===== config.mk =====
export PLATFORM = sky130hd
export DESIGN_NAME = alu_cmd_driver
export DESIGN_NICKNAME = d
export VERILOG_FILES = /design/src/rtl/alu_pkg.sv /design/src/rtl/alu_cmd_driver.sv
export SDC_FILE = /design/constraint.sdc
export NUM_CORES = 1
export LEC_CHECK = 0
export CELL_PAD_IN_SITES_DETAIL_PLACEMENT = 1
export CELL_PAD_IN_SITES_GLOBAL_PLACEMENT = 1
export CORE_MARGIN = 4
export CORE_UTILIZATION = 35
export CTS_CLUSTER_DIAMETER = 30
export DETAILED_ROUTE_END_ITERATION = 12
export GPL_TIMING_DRIVEN = 0
export PLACE_DENSITY = 0.87
export RECOVER_POWER = 100
export SYNTH_ARGS = -nofsm -noshare
export SYNTH_HDL_FRONTEND = slang
export SYNTH_SLANG_ARGS = --single-unit

===== constraint.sdc =====
create_clock -name clk -period 4.1 [get_ports clk]
set_input_delay 0.82 -clock clk [delete_from_list [all_inputs] [get_ports clk]]
set_output_delay 0.82 -clock clk [all_outputs]
set_load 0.03 [all_outputs]

===== src/rtl/alu_pkg.sv =====
// rtl/alu_pkg.sv - shared opcodes, state encoding and opcode helpers for the ALU and its command driver
package alu_pkg;

  localparam logic [3:0] OP_ADD        = 4'b0000;
  localparam logic [3:0] OP_SUB        = 4'b0001;
  localparam logic [3:0] OP_AND        = 4'b0010;
  localparam logic [3:0] OP_OR         = 4'b0011;
  localparam logic [3:0] OP_XOR        = 4'b0100;
  localparam logic [3:0] OP_SHL        = 4'b0101;
  localparam logic [3:0] OP_SHR        = 4'b0110;
  localparam logic [3:0] OP_LAST_LEGAL = 4'b0110;

  typedef enum logic [1:0] {
    ST_IDLE = 2'd0,
    ST_EXEC = 2'd1,
    ST_RESP = 2'd2
  } state_e;

  // Single-bit shift opcodes; the driver iterates these for multi-bit shifts.
  function automatic logic is_shift(input logic [3:0] op);
    return (op == OP_SHL) || (op == OP_SHR);
  endfunction

  // Legal opcodes are the contiguous range starting at ADD.
  function automatic logic is_legal(input logic [3:0] op);
    return op <= OP_LAST_LEGAL;
  endfunction

endpackage


===== src/rtl/alu_cmd_driver.sv =====
// rtl/alu_cmd_driver.sv - command/response front end for the ALU with iterated multi-bit shifts (option: ALU_CMD_DRIVER_CNT_EN adds done_cnt)
module alu_cmd_driver
  import alu_pkg::*;
#(
  parameter int WIDTH = 16,
  parameter int CNT_W = 4
) (
  input  logic             clk,
  input  logic             rst_n,
  input  logic             cmd_valid,
  output logic             cmd_ready,
  input  logic [3:0]       cmd_op,
  input  logic [WIDTH-1:0] cmd_a,
  input  logic [WIDTH-1:0] cmd_b,
  input  logic [CNT_W-1:0] cmd_cnt,
  output logic [WIDTH-1:0] alu_a,
  output logic [WIDTH-1:0] alu_b,
  output logic [3:0]       alu_op,
  input  logic [WIDTH-1:0] alu_result,
  output logic             rsp_valid,
  input  logic             rsp_ready,
  output logic [WIDTH-1:0] rsp_data,
`ifdef ALU_CMD_DRIVER_CNT_EN
  output logic             rsp_err,
  output logic [15:0]      done_cnt
`else
  output logic             rsp_err
`endif
);

  state_e           state_q,    state_d;
  logic [WIDTH-1:0] alu_a_q,    alu_a_d;
  logic [WIDTH-1:0] alu_b_q,    alu_b_d;
  logic [3:0]       alu_op_q,   alu_op_d;
  logic [CNT_W-1:0] cnt_q,      cnt_d;
  logic [WIDTH-1:0] rsp_data_q, rsp_data_d;
  logic             rsp_err_q,  rsp_err_d;

  // Ready only while idle and out of reset; held low during reset.
  assign cmd_ready = rst_n && (state_q == ST_IDLE);
  assign rsp_valid = (state_q == ST_RESP);
  assign alu_a     = alu_a_q;
  assign alu_b     = alu_b_q;
  assign alu_op    = alu_op_q;
  assign rsp_data  = rsp_data_q;
  assign rsp_err   = rsp_err_q;

  // State and datapath registers; reset discards any in-flight command.
  always_ff @(posedge clk or negedge rst_n) begin
    if (!rst_n) begin
      state_q    <= ST_IDLE;
      alu_a_q    <= '0;
      alu_b_q    <= '0;
      alu_op_q   <= OP_ADD;
      cnt_q      <= '0;
      rsp_data_q <= '0;
      rsp_err_q  <= 1'b0;
    end else begin
      state_q    <= state_d;
      alu_a_q    <= alu_a_d;
      alu_b_q    <= alu_b_d;
      alu_op_q   <= alu_op_d;
      cnt_q      <= cnt_d;
      rsp_data_q <= rsp_data_d;
      rsp_err_q  <= rsp_err_d;
    end
  end

  // Next-state logic: load in IDLE, iterate shifts in EXEC, hold response in RESP.
  always_comb begin
    state_d    = state_q;
    alu_a_d    = alu_a_q;
    alu_b_d    = alu_b_q;
    alu_op_d   = alu_op_q;
    cnt_d      = cnt_q;
    rsp_data_d = rsp_data_q;
    rsp_err_d  = rsp_err_q;
    case (state_q)
      ST_IDLE: begin
        if (cmd_valid && cmd_ready) begin
          alu_a_d  = cmd_a;
          alu_b_d  = cmd_b;
          alu_op_d = cmd_op;
          cnt_d    = cmd_cnt;
          state_d  = ST_EXEC;
        end
      end
      ST_EXEC: begin
        if (!is_legal(alu_op_q)) begin
          rsp_data_d = '0;
          rsp_err_d  = 1'b1;
          state_d    = ST_RESP;
        end else if (is_shift(alu_op_q) && (cnt_q == '0)) begin
          // Zero-length shift returns the operand untouched.
          rsp_data_d = alu_a_q;
          rsp_err_d  = 1'b0;
          state_d    = ST_RESP;
        end else if (is_shift(alu_op_q) && (cnt_q > CNT_W'(1))) begin
          // Feed the one-bit shifted value back as the next operand.
          alu_a_d = alu_result;
          cnt_d   = cnt_q - CNT_W'(1);
        end else begin
          rsp_data_d = alu_result;
          rsp_err_d  = 1'b0;
          state_d    = ST_RESP;
        end
      end
      ST_RESP: begin
        if (rsp_ready) begin
          state_d = ST_IDLE;
        end
      end
      default: state_d = ST_IDLE;
    endcase
  end

`ifdef ALU_CMD_DRIVER_CNT_EN
  logic [15:0] done_cnt_q;

  assign done_cnt = done_cnt_q;

  // Count completed response handshakes, wrapping at 16 bits.
  always_ff @(posedge clk or negedge rst_n) begin
    if (!rst_n) begin
      done_cnt_q <= '0;
    end else if (rsp_valid && rsp_ready) begin
      done_cnt_q <= done_cnt_q + 16'd1;
    end
  end
`endif

endmodule


==> reports/metrics.cfg, run 1 <==
[yosys]
synth_cell_types = 29
post_synth_most_frequent_cells = dfrtp_1, nand2_1, mux2_2
synthCells = 229
synth-simple-area-share_pct = 10.3
synthArstFlopShare_pct = 100
synth_edf_count = 0
synth_top_family_by_area = multiplexers
synth_seq_area_share_pct = 54.1
synth-xor-area-share_pct = 0.596
synth_most_common_cell = dfrtp_1
synth_adder_area_share_pct = 0.917
yosys-top-cells-area = dfrtp_1, mux2_2, nand2_1, mux2i_1, o2bb2ai_1
synthFlopType = dfrtp_1
synth-seq-cells = 59
synth_top_cell_by_area = dfrtp_1
syn_area_sq_um = 2730
avgSynthCellArea_sq_um = 11.9
synth_compound_area_share_pct = 10.0
synth_top_area_share_pct = 54.1
muxShareOfSynthArea_pct = 21.1
yosys_warnings = 0
synthesis.nets = 291

[setup_path]
crit_type = in -> out
required_ps = 3280
crit_path_max_fanout = 32
crit_path_end_kind = output pin
cp.arrival_ps = 2640
crit_path_start_kind = input pin

[clock_network]
ctsResizeCount = 0
cts_root_buf = clkbuf_8
cts_tree = built
cts_sinks = 59
cts_buffers = 9
path_clk_slew_ps = 60
post_cts_buffers = 0
hold_buffers = 0
h-tree-depth = 3
clk_latency_ps = 330
cts.path.max_buffers = 2

[drt]
postRouteAntennaNets = 0
drt_first_pass_iters = 4
routed_wirelength_um = 7960
dr.first_iter.drc_count = 62
vias_per_cell = 4.92
drcViolationCount = 0
wl_per_cell_um = 17.4
vias = 2248

[die]
dieArea_sq_um = 9270
io_pins = 115
row_count = 31
die_h_um = 96.3
die_x_um = 96.3
start_util_pct = 36.8
core_sq_um = 7410

[min_path]
hold_class = reg -> reg

[power]
ir_drop_uv = 425
leakage_nw = 1.93
power_density_nw_per_um2 = 807

[global_routing]
grt_usage_pct = 18.2
grt_max_degree = 33
grt_antenna_before_repair = 0
grt_pass1_vias = 2588
grt-ovfl-total = 0
grt_pass1_wl_um = 12700

[placed_design]
port_buffers = 114
place_congestion = 0.773
place_hpwl_um = 5930
place_area_sq_um = 4010

[finish]
syn_to_final_growth_pct = 52.8
n_antenna_cell = 0
fin_area_sq_um = 4170
drive_gt1_share_pct = 15.6
nets = 417

[sta]
rsz0062_at_grt = false
tightest_slew_ps = 1050
slew_violations = 0
hold_violations = 0
clock_skew_ps = 10.8
setup_viol = 0
setup_tns_ps = 0
fmax_ghz = 0.289
finalCriticalPeriod_ps = 3460
period_share_pct = 84.5
slew_headroom_pct = 28.9

[outcome]
outcome = completed

[run]
maxCapViolCount = 0

where the power goes:
part	leakage [nW]	internal [mW]	total [mW]	switching [mW]
clock network	0.104	0.323	0.541	0.218
logic	1.11	0.739	1.77	1.03
registers	0.720	0.859	1.05	0.192
total	1.93	1.92	3.36	1.44
placed cells by master (no fill, tap or decap), types with 4 or more instances in the layout:
cell	instances
dfrtp_1	59
o2bb2ai_1	18
mux2_2	35
nor2_1	7
a21oi_1	4
mux2i_1	17
dlygate4sd3_1	55
clkbuf_1	7
nand2_1	49
clkdlybuf4s50_1	58
clkbuf_8	12
inv_1	4
logic make-up after synthesis:
family | after synthesis
buf+inv | 16
simple gates | 66
mux | 53
fa+ha+maj | 2
flops | 59
compound gates | 32
xor+xnor | 1
registers in the layout (all words and copies together) (netlist names):
name	count
rsp_data	16
cnt_q	4
alu_b	16
rsp_err	1
state_q	2
alu_op	4
alu_a	16
area by class of cell:
cell class | count | area, sq um
Fill cell | 784 | 3240
Buffer | 12 | 47.5
Clock inverter | 2 | 35.0
Multi-Input combinational cell | 154 | 1150
Tap cell | 99 | 124
Timing Repair Buffer | 115 | 1160
Sequential cell | 59 | 1480
Clock buffer | 12 | 165
Inverter | 4 | 15.0
per-stage QoR:
step           setup slack [ps]  power [mW]  instances  hold slack [ps]  utilization, %
4_1_cts                     607        3.56        457              499            56.8
6_report                    637        3.36        457              488            56.3
2_1_floorplan              1730        2.19        229              524               -
3_5_place_dp                620        3.00        443              473            54.1
3_3_place_gp              -1100        2.93        442              471            53.9
5_1_grt                     410        3.58        457              511            56.3
critical path, stage by stage:
cell	delay, ps
buf_2	540
buf_12	280
nor3b_1	190
dlygate4sd3_1	780
worst paths after layout:
kind	from	end	slack, ps	depth (start not counted)
worst max-delay path	rst_n	cmd_ready	640	4
worst min-delay path	rsp_data[2]	rsp_data[2]	490	1
worst max register to register	cnt_q[0]	rsp_data[8]	1210	7
worst min register to register	rsp_data[2]	rsp_data[2]	490	1
max in group asynchronous	rst_n	state_q[1]	2950	2
min in group asynchronous	rst_n	rsp_data[13]	530	1
per-layer routing:
metal	global-route usage (%)	routed length (um)
met1	21.6	3320
met2	30.5	3960
met3	6.80	646
met4	5.69	34
met5	0	0
Note: power is estimated with default switching activity, not from simulation.
==> run 2: changes to the inputs <==
--- a/config.mk
+++ b/config.mk
@@ -8,11 +8,11 @@
 export CELL_PAD_IN_SITES_DETAIL_PLACEMENT = 1
 export CELL_PAD_IN_SITES_GLOBAL_PLACEMENT = 1
 export CORE_MARGIN = 4
-export CORE_UTILIZATION = 35
+export CORE_UTILIZATION = 32
 export CTS_CLUSTER_DIAMETER = 30
 export DETAILED_ROUTE_END_ITERATION = 12
 export GPL_TIMING_DRIVEN = 0
-export PLACE_DENSITY = 0.87
+export PLACE_DENSITY = 0.8
 export RECOVER_POWER = 100
 export SYNTH_ARGS = -nofsm -noshare
 export SYNTH_HDL_FRONTEND = slang
==> constraint.sdc (replaced) <==
create_clock -name clk -period 3.3 [get_ports clk]
set_input_delay 0.66 -clock clk [delete_from_list [all_inputs] [get_ports clk]]
set_output_delay 0.66 -clock clk [all_outputs]
set_load 0.03 [all_outputs]
==> run 2 against run 1 <==
Against the previous run: critical path depth fell by 1; combinational power rose by 26%; register-to-register slack got worse by 290 ps; routed wire length decreased by 1.5%; core utilization fell by 4.9 points; sequential power rose by 24%; largest cell class unchanged; clock skew down 2.0 ps; global-route usage down 1.9 points; first-iteration DRC count up 6.5%.
==> reports/metrics.cfg, run 2 (synthesis gave the netlist of run 1 again) <==
[setup_path]
crit_buf_inv = 2
reg2reg_to = alu_a[2]
crit_path_top_delay_cell = dlygate4sd3_1
worst-r2r-setup-slack_ps = 920
crit_path_max_fanout = 61
critPathTopFamily = buffers and inverters
required_ps = 2640
max_stage_delay_ps = 790
crit_type = in -> out
cp_cell_sequence = buf_4, nor3b_1, dlygate4sd3_1
worst-r2r-cell-count = 5
cp.arrival_ps = 2360
crit_path_end_kind = output pin
r2r_start = state_q[0]
crit_path_start_kind = input pin

[sta]
period_share_pct = 91.4
setup_viol = 0
rsz0062_at_grt = false
holdWs_ps = 401
slew_violations = 0
tightest_slew_ps = 775
fmax_ghz = 0.332
hold_violations = 0
slew_headroom_pct = 48.3
finalCriticalPeriod_ps = 3020
clock_skew_ps = 8.83

[clock_network]
cts_root_buf = clkbuf_8
cts_buffers = 9
hold_buffers = 0
cts_tree = built
cts_sinks = 59
path_clk_slew_ps = 70
post_cts_buffers = 0
ctsResizeCount = 0
clk_latency_ps = 330
cts.path.max_buffers = 2
h-tree-depth = 3

[die]
core_sq_um = 8260
row_count = 33
dieArea_sq_um = 10100
die_x_um = 100
io_pins = 115
start_util_pct = 33.0
die_h_um = 100

[power]
seq_power_share_pct = 29.7
swShare_pct = 41.4
power.total_mw = 4.38
internal_power_mw = 2.56
ir_drop_uv = 534
p_sw_mw = 1.81
leakage_nw = 1.96
comb_power_share_pct = 51.0
power_density_nw_per_um2 = 1030
clkPwrFrac_pct = 19.3

[global_routing]
grt-ovfl-total = 0
grt_antenna_before_repair = 0
grt_usage_pct = 16.3
grt_pass1_vias = 2485
grt_pass1_wl_um = 12700
grt_max_degree = 62

[drt]
postRouteAntennaNets = 0
dr.first_iter.drc_count = 66
routed_wirelength_um = 7850
drcViolationCount = 0
vias_per_cell = 4.89
vias = 2267
drt_first_pass_iters = 4
wl_per_cell_um = 16.9

[finish]
num-fill-cells = 897
mostFrequentLayoutCells = dfrtp_1, clkdlybuf4s50_1, dlygate4sd3_1, nand2_1, mux2_2
syn_to_final_growth_pct = 55.6
n_antenna_cell = 0
fin_area_sq_um = 4240
register_area_sq_um = 1480
drive_gt1_share_pct = 16.7
final_util_pct = 51.4
multi_input_area_sq_um = 1170
layout_commonest_cell = dfrtp_1
nets = 416

[placed_design]
port_buffers = 114
place_congestion = 0.790
place_hpwl_um = 5730
place_area_sq_um = 4000

[outcome]
outcome = completed

[run]
maxCapViolCount = 0

[min_path]
hold_class = in -> async

run 2: changes by cell type in the layout (fill, tap and decap cells not counted), sizes merged:
cell / change
clkbuf: -1
bufinv: +2
run 2: power by group through the flow:
stage | clock [mW] | sequential [mW] | combinational (mW)
6_report | 0.844 | 1.30 | 2.23
5_1_grt | 0.909 | 1.36 | 2.40
4_1_cts | 0.871 | 1.32 | 2.40
3_5_place_dp | 0 | 1.33 | 2.39
3_3_place_gp | 0 | 1.31 | 2.35
2_1_floorplan | 0 | 1.88 | 0.836
run 2: worst max-delay path by stage:
| stage | from | to | slack [ps] | cells past startpoint |
|---|---|---|---|---|
| 3_3_place_gp | rst_n | alu_a[2] | -1690 | 6 |
| 3_5_place_dp | rst_n | alu_a[2] | 260 | 6 |
| 4_1_cts | rst_n | cmd_ready | 270 | 3 |
| 6_report | rst_n | cmd_ready | 280 | 3 |
| 2_1_floorplan | rst_n | cmd_ready | 1250 | 1 |
| 5_1_grt | rst_n | cmd_ready | 80 | 3 |
run 2: area by class of cell:
type                    count  share of cell area (%)
plain buffers              12                    1.33
clock buffers              12                    3.89
clock inverters             4                    2.24
inverters                   4                   0.354
multi-input cells         154                    27.5
flip-flops and latches     59                    34.8
well taps                 105                    3.10
repair buffers            114                    26.8
run 2: through the flow:
stage / setup WS [ps] / setup TNS (ps) / cells
6_report: 285 / 0 / 464
5_1_grt: 77.8 / 0 / 464
4_1_cts: 271 / 0 / 464
3_5_place_dp: 262 / 0 / 448
3_3_place_gp: -1690 / -92410 / 448
2_1_floorplan: 1250 / 0 / 229
run 2: worst register-to-register path, delay by kind of cell (launching register included):
| family | cells | cell delay [ps] |
|---|---|---|
| AO/OA/AOI/OAI | 2 | 540 |
| buffers and inverters | 1 | 360 |
| flip-flops | 1 | 420 |
| multiplexers | 1 | 380 |
| AND/OR/NAND/NOR | 1 | 560 |
run 2: routing by layer:
| layer | vias up | track usage [%] | share of wire (%) |
|---|---|---|---|
| met2 | 86 | 26.1 | 48 |
| met3 | 5 | 8.41 | 9.8 |
| li1 | 1054 | - | - |
| met1 | 1122 | 19.6 | 41 |
| met5 | - | 0 | 0 |
| met4 | 0 | 3.42 | 0.74 |
==> run 3: changes to the inputs <==
--- a/config.mk
+++ b/config.mk
@@ -8,11 +8,11 @@
 export CELL_PAD_IN_SITES_DETAIL_PLACEMENT = 1
 export CELL_PAD_IN_SITES_GLOBAL_PLACEMENT = 1
 export CORE_MARGIN = 4
-export CORE_UTILIZATION = 32
+export CORE_UTILIZATION = 29
 export CTS_CLUSTER_DIAMETER = 30
 export DETAILED_ROUTE_END_ITERATION = 12
 export GPL_TIMING_DRIVEN = 0
-export PLACE_DENSITY = 0.8
+export PLACE_DENSITY = 0.77
 export RECOVER_POWER = 100
 export SYNTH_ARGS = -nofsm -noshare
 export SYNTH_HDL_FRONTEND = slang
==> constraint.sdc (replaced) <==
create_clock -name clk -period 2.6 [get_ports clk]
set_input_delay 0.52 -clock clk [delete_from_list [all_inputs] [get_ports clk]]
set_output_delay 0.52 -clock clk [all_outputs]
set_load 0.03 [all_outputs]
==> run 3 against run 2 <==
Against the previous run: first-iteration DRC count down 26%; design area down 0.74%; setup slack worse by 110 ps; highest routed layer unchanged; sequential share of layout area up 0.26 points; largest cell class unchanged; routed wire length up 2.5%; non-clock buffer count unchanged; largest power group unchanged; worst hold slack worse by 290 ps.
==> reports/metrics.cfg, run 3 (synthesis gave the netlist of run 1 again) <==
[outcome]
outcome = completed

[finish]
syn_to_final_growth_pct = 54.4
drive_gt1_share_pct = 16.4
n_antenna_cell = 0
nets = 416
mostFrequentLayoutCells = dfrtp_1, clkdlybuf4s50_1, dlygate4sd3_1, nand2_1, mux2_2
final_util_pct = 45.8
stdcell_count = 470
fin_area_sq_um = 4210

[clock_network]
clk_latency_ps = 330
cts.path.max_buffers = 2
cts_sinks = 59
cts_buffers = 9
cts_root_buf = clkbuf_8
post_cts_buffers = 0
cts_tree = built
path_clk_slew_ps = 70
h-tree-depth = 3

[setup_path]
r2r_start = cnt_q[0]
worst-r2r-cell-count = 7
worst-r2r-setup-slack_ps = 280
cp.arrival_ps = 1910
required_ps = 2080
crit_type = in -> out
crit_path_max_fanout = 61
reg2reg_to = state_q[1]
crit_path_end_kind = output pin
crit_path_start_kind = input pin
max_stage_delay_ps = 740
crit_path_top_delay_cell = clkdlybuf4s50_1
cp_cell_sequence = buf_8, nor3b_1, clkdlybuf4s50_1

[drt]
postRouteAntennaNets = 0
vias_per_cell = 4.79
drt_first_pass_iters = 4
dr.first_iter.drc_count = 49
wl_per_cell_um = 17.1
drcViolationCount = 0
vias = 2253
routed_wirelength_um = 8050

[placed_design]
place_hpwl_um = 5950
place_area_sq_um = 4010
port_buffers = 114
place_congestion = 0.819
dp_cells = 454

[global_routing]
grt_pass1_wl_um = 13400
grt-ovfl-total = 0
grt_max_degree = 62
grt_usage_pct = 15.3
grt_antenna_before_repair = 0
grt_pass1_vias = 2530

[die]
start_util_pct = 29.7
die_x_um = 105
row_count = 35
die_h_um = 105
io_pins = 115
core_sq_um = 9200
dieArea_sq_um = 11000

[sta]
rsz0062_at_grt = false
slew_headroom_pct = 58.5
finalCriticalPeriod_ps = 2430
clock_skew_ps = 7.21
tightest_slew_ps = 622
setup_viol = 0
fmax_ghz = 0.412
slew_violations = 0
period_share_pct = 93.4
hold_violations = 0

[power]
power.total_mw = 5.41
power_density_nw_per_um2 = 1280
ir_drop_uv = 583
leakage_nw = 1.94

[run]
maxCapViolCount = 0

[min_path]
hold_class = in -> async

## run 3: cell count changes in the layout (fill, tap and decap cells not counted), sizes merged
cell,previous run,this run
clkbuf,18,15
clkinv,1,4
buf,7,8
bufinv,3,2
dlygate4sd3,55,54
clkdlybuf4s50,58,59
## run 3: worst max path at each step
| stage | startpoint | slack (ps) | depth (start not counted) | end |
|---|---|---|---|---|
| after CTS | rst_n | 50 | 3 | cmd_ready |
| after global placement | rst_n | -2210 | 6 | alu_a[3] |
| after floorplan | alu_op[2] | 760 | 5 | alu_a[10] |
| after detailed placement | rst_n | -270 | 6 | alu_a[2] |
| after global routing | rst_n | 30 | 3 | cmd_ready |
| final | rst_n | 170 | 3 | cmd_ready |
## run 3: area by class of cell
class                   count  area (sq um)
multi-input cells         154          1170
flip-flops and latches     59          1480
clock buffers              10           128
fillers                   998          4980
plain buffers              12          62.6
well taps                 111           139
inverters                   4          15.0
clock inverters             6          80.1
repair buffers            114          1150
## run 3: metal layers
metal	vias to the layer above	routed length, um	part of all wire (%)	track usage [%]
li1	1055	-	-	-
met4	0	74	0.92	4.31
met1	1109	3440	43	18.1
met2	83	3770	47	25.1
met3	6	760	9.4	6.98
met5	-	0	0	0
## run 3: report_power, final
part | total (mW) | internal (mW) | leakage (nW) | switching (mW)
logic | 2.85 | 1.20 | 1.11 | 1.65
registers | 1.65 | 1.35 | 0.720 | 0.299
clock network | 0.903 | 0.533 | 0.110 | 0.370
total | 5.41 | 3.09 | 1.94 | 2.32
## run 3: critical path, delay by kind of cell
family | cells | cell delay, ps
buffers and inverters | 2 | 1090
AND/OR/NAND/NOR | 1 | 260
## run 3: repair_timing
| action | CTS | global route |
|---|---|---|
| gates resized for setup | 1 | 2 |
| gates cloned | 0 | 0 |
| endpoints found under the hold margin | 0 | 0 |
| endpoints found under the setup margin | 1 | 1 |
| hold buffers | 0 | 0 |
## run 3: per-stage QoR
step | hold WS (ps) | setup TNS, ps | worst slack, ps
global placement | 470 | -146610 | -2210
finish | 107 | 0 | 172
detailed placement | 474 | -4190 | -273
floorplan | 224 | 0 | 764
global route | 127 | 0 | 30.8
CTS | 169 | 0 | 46.1
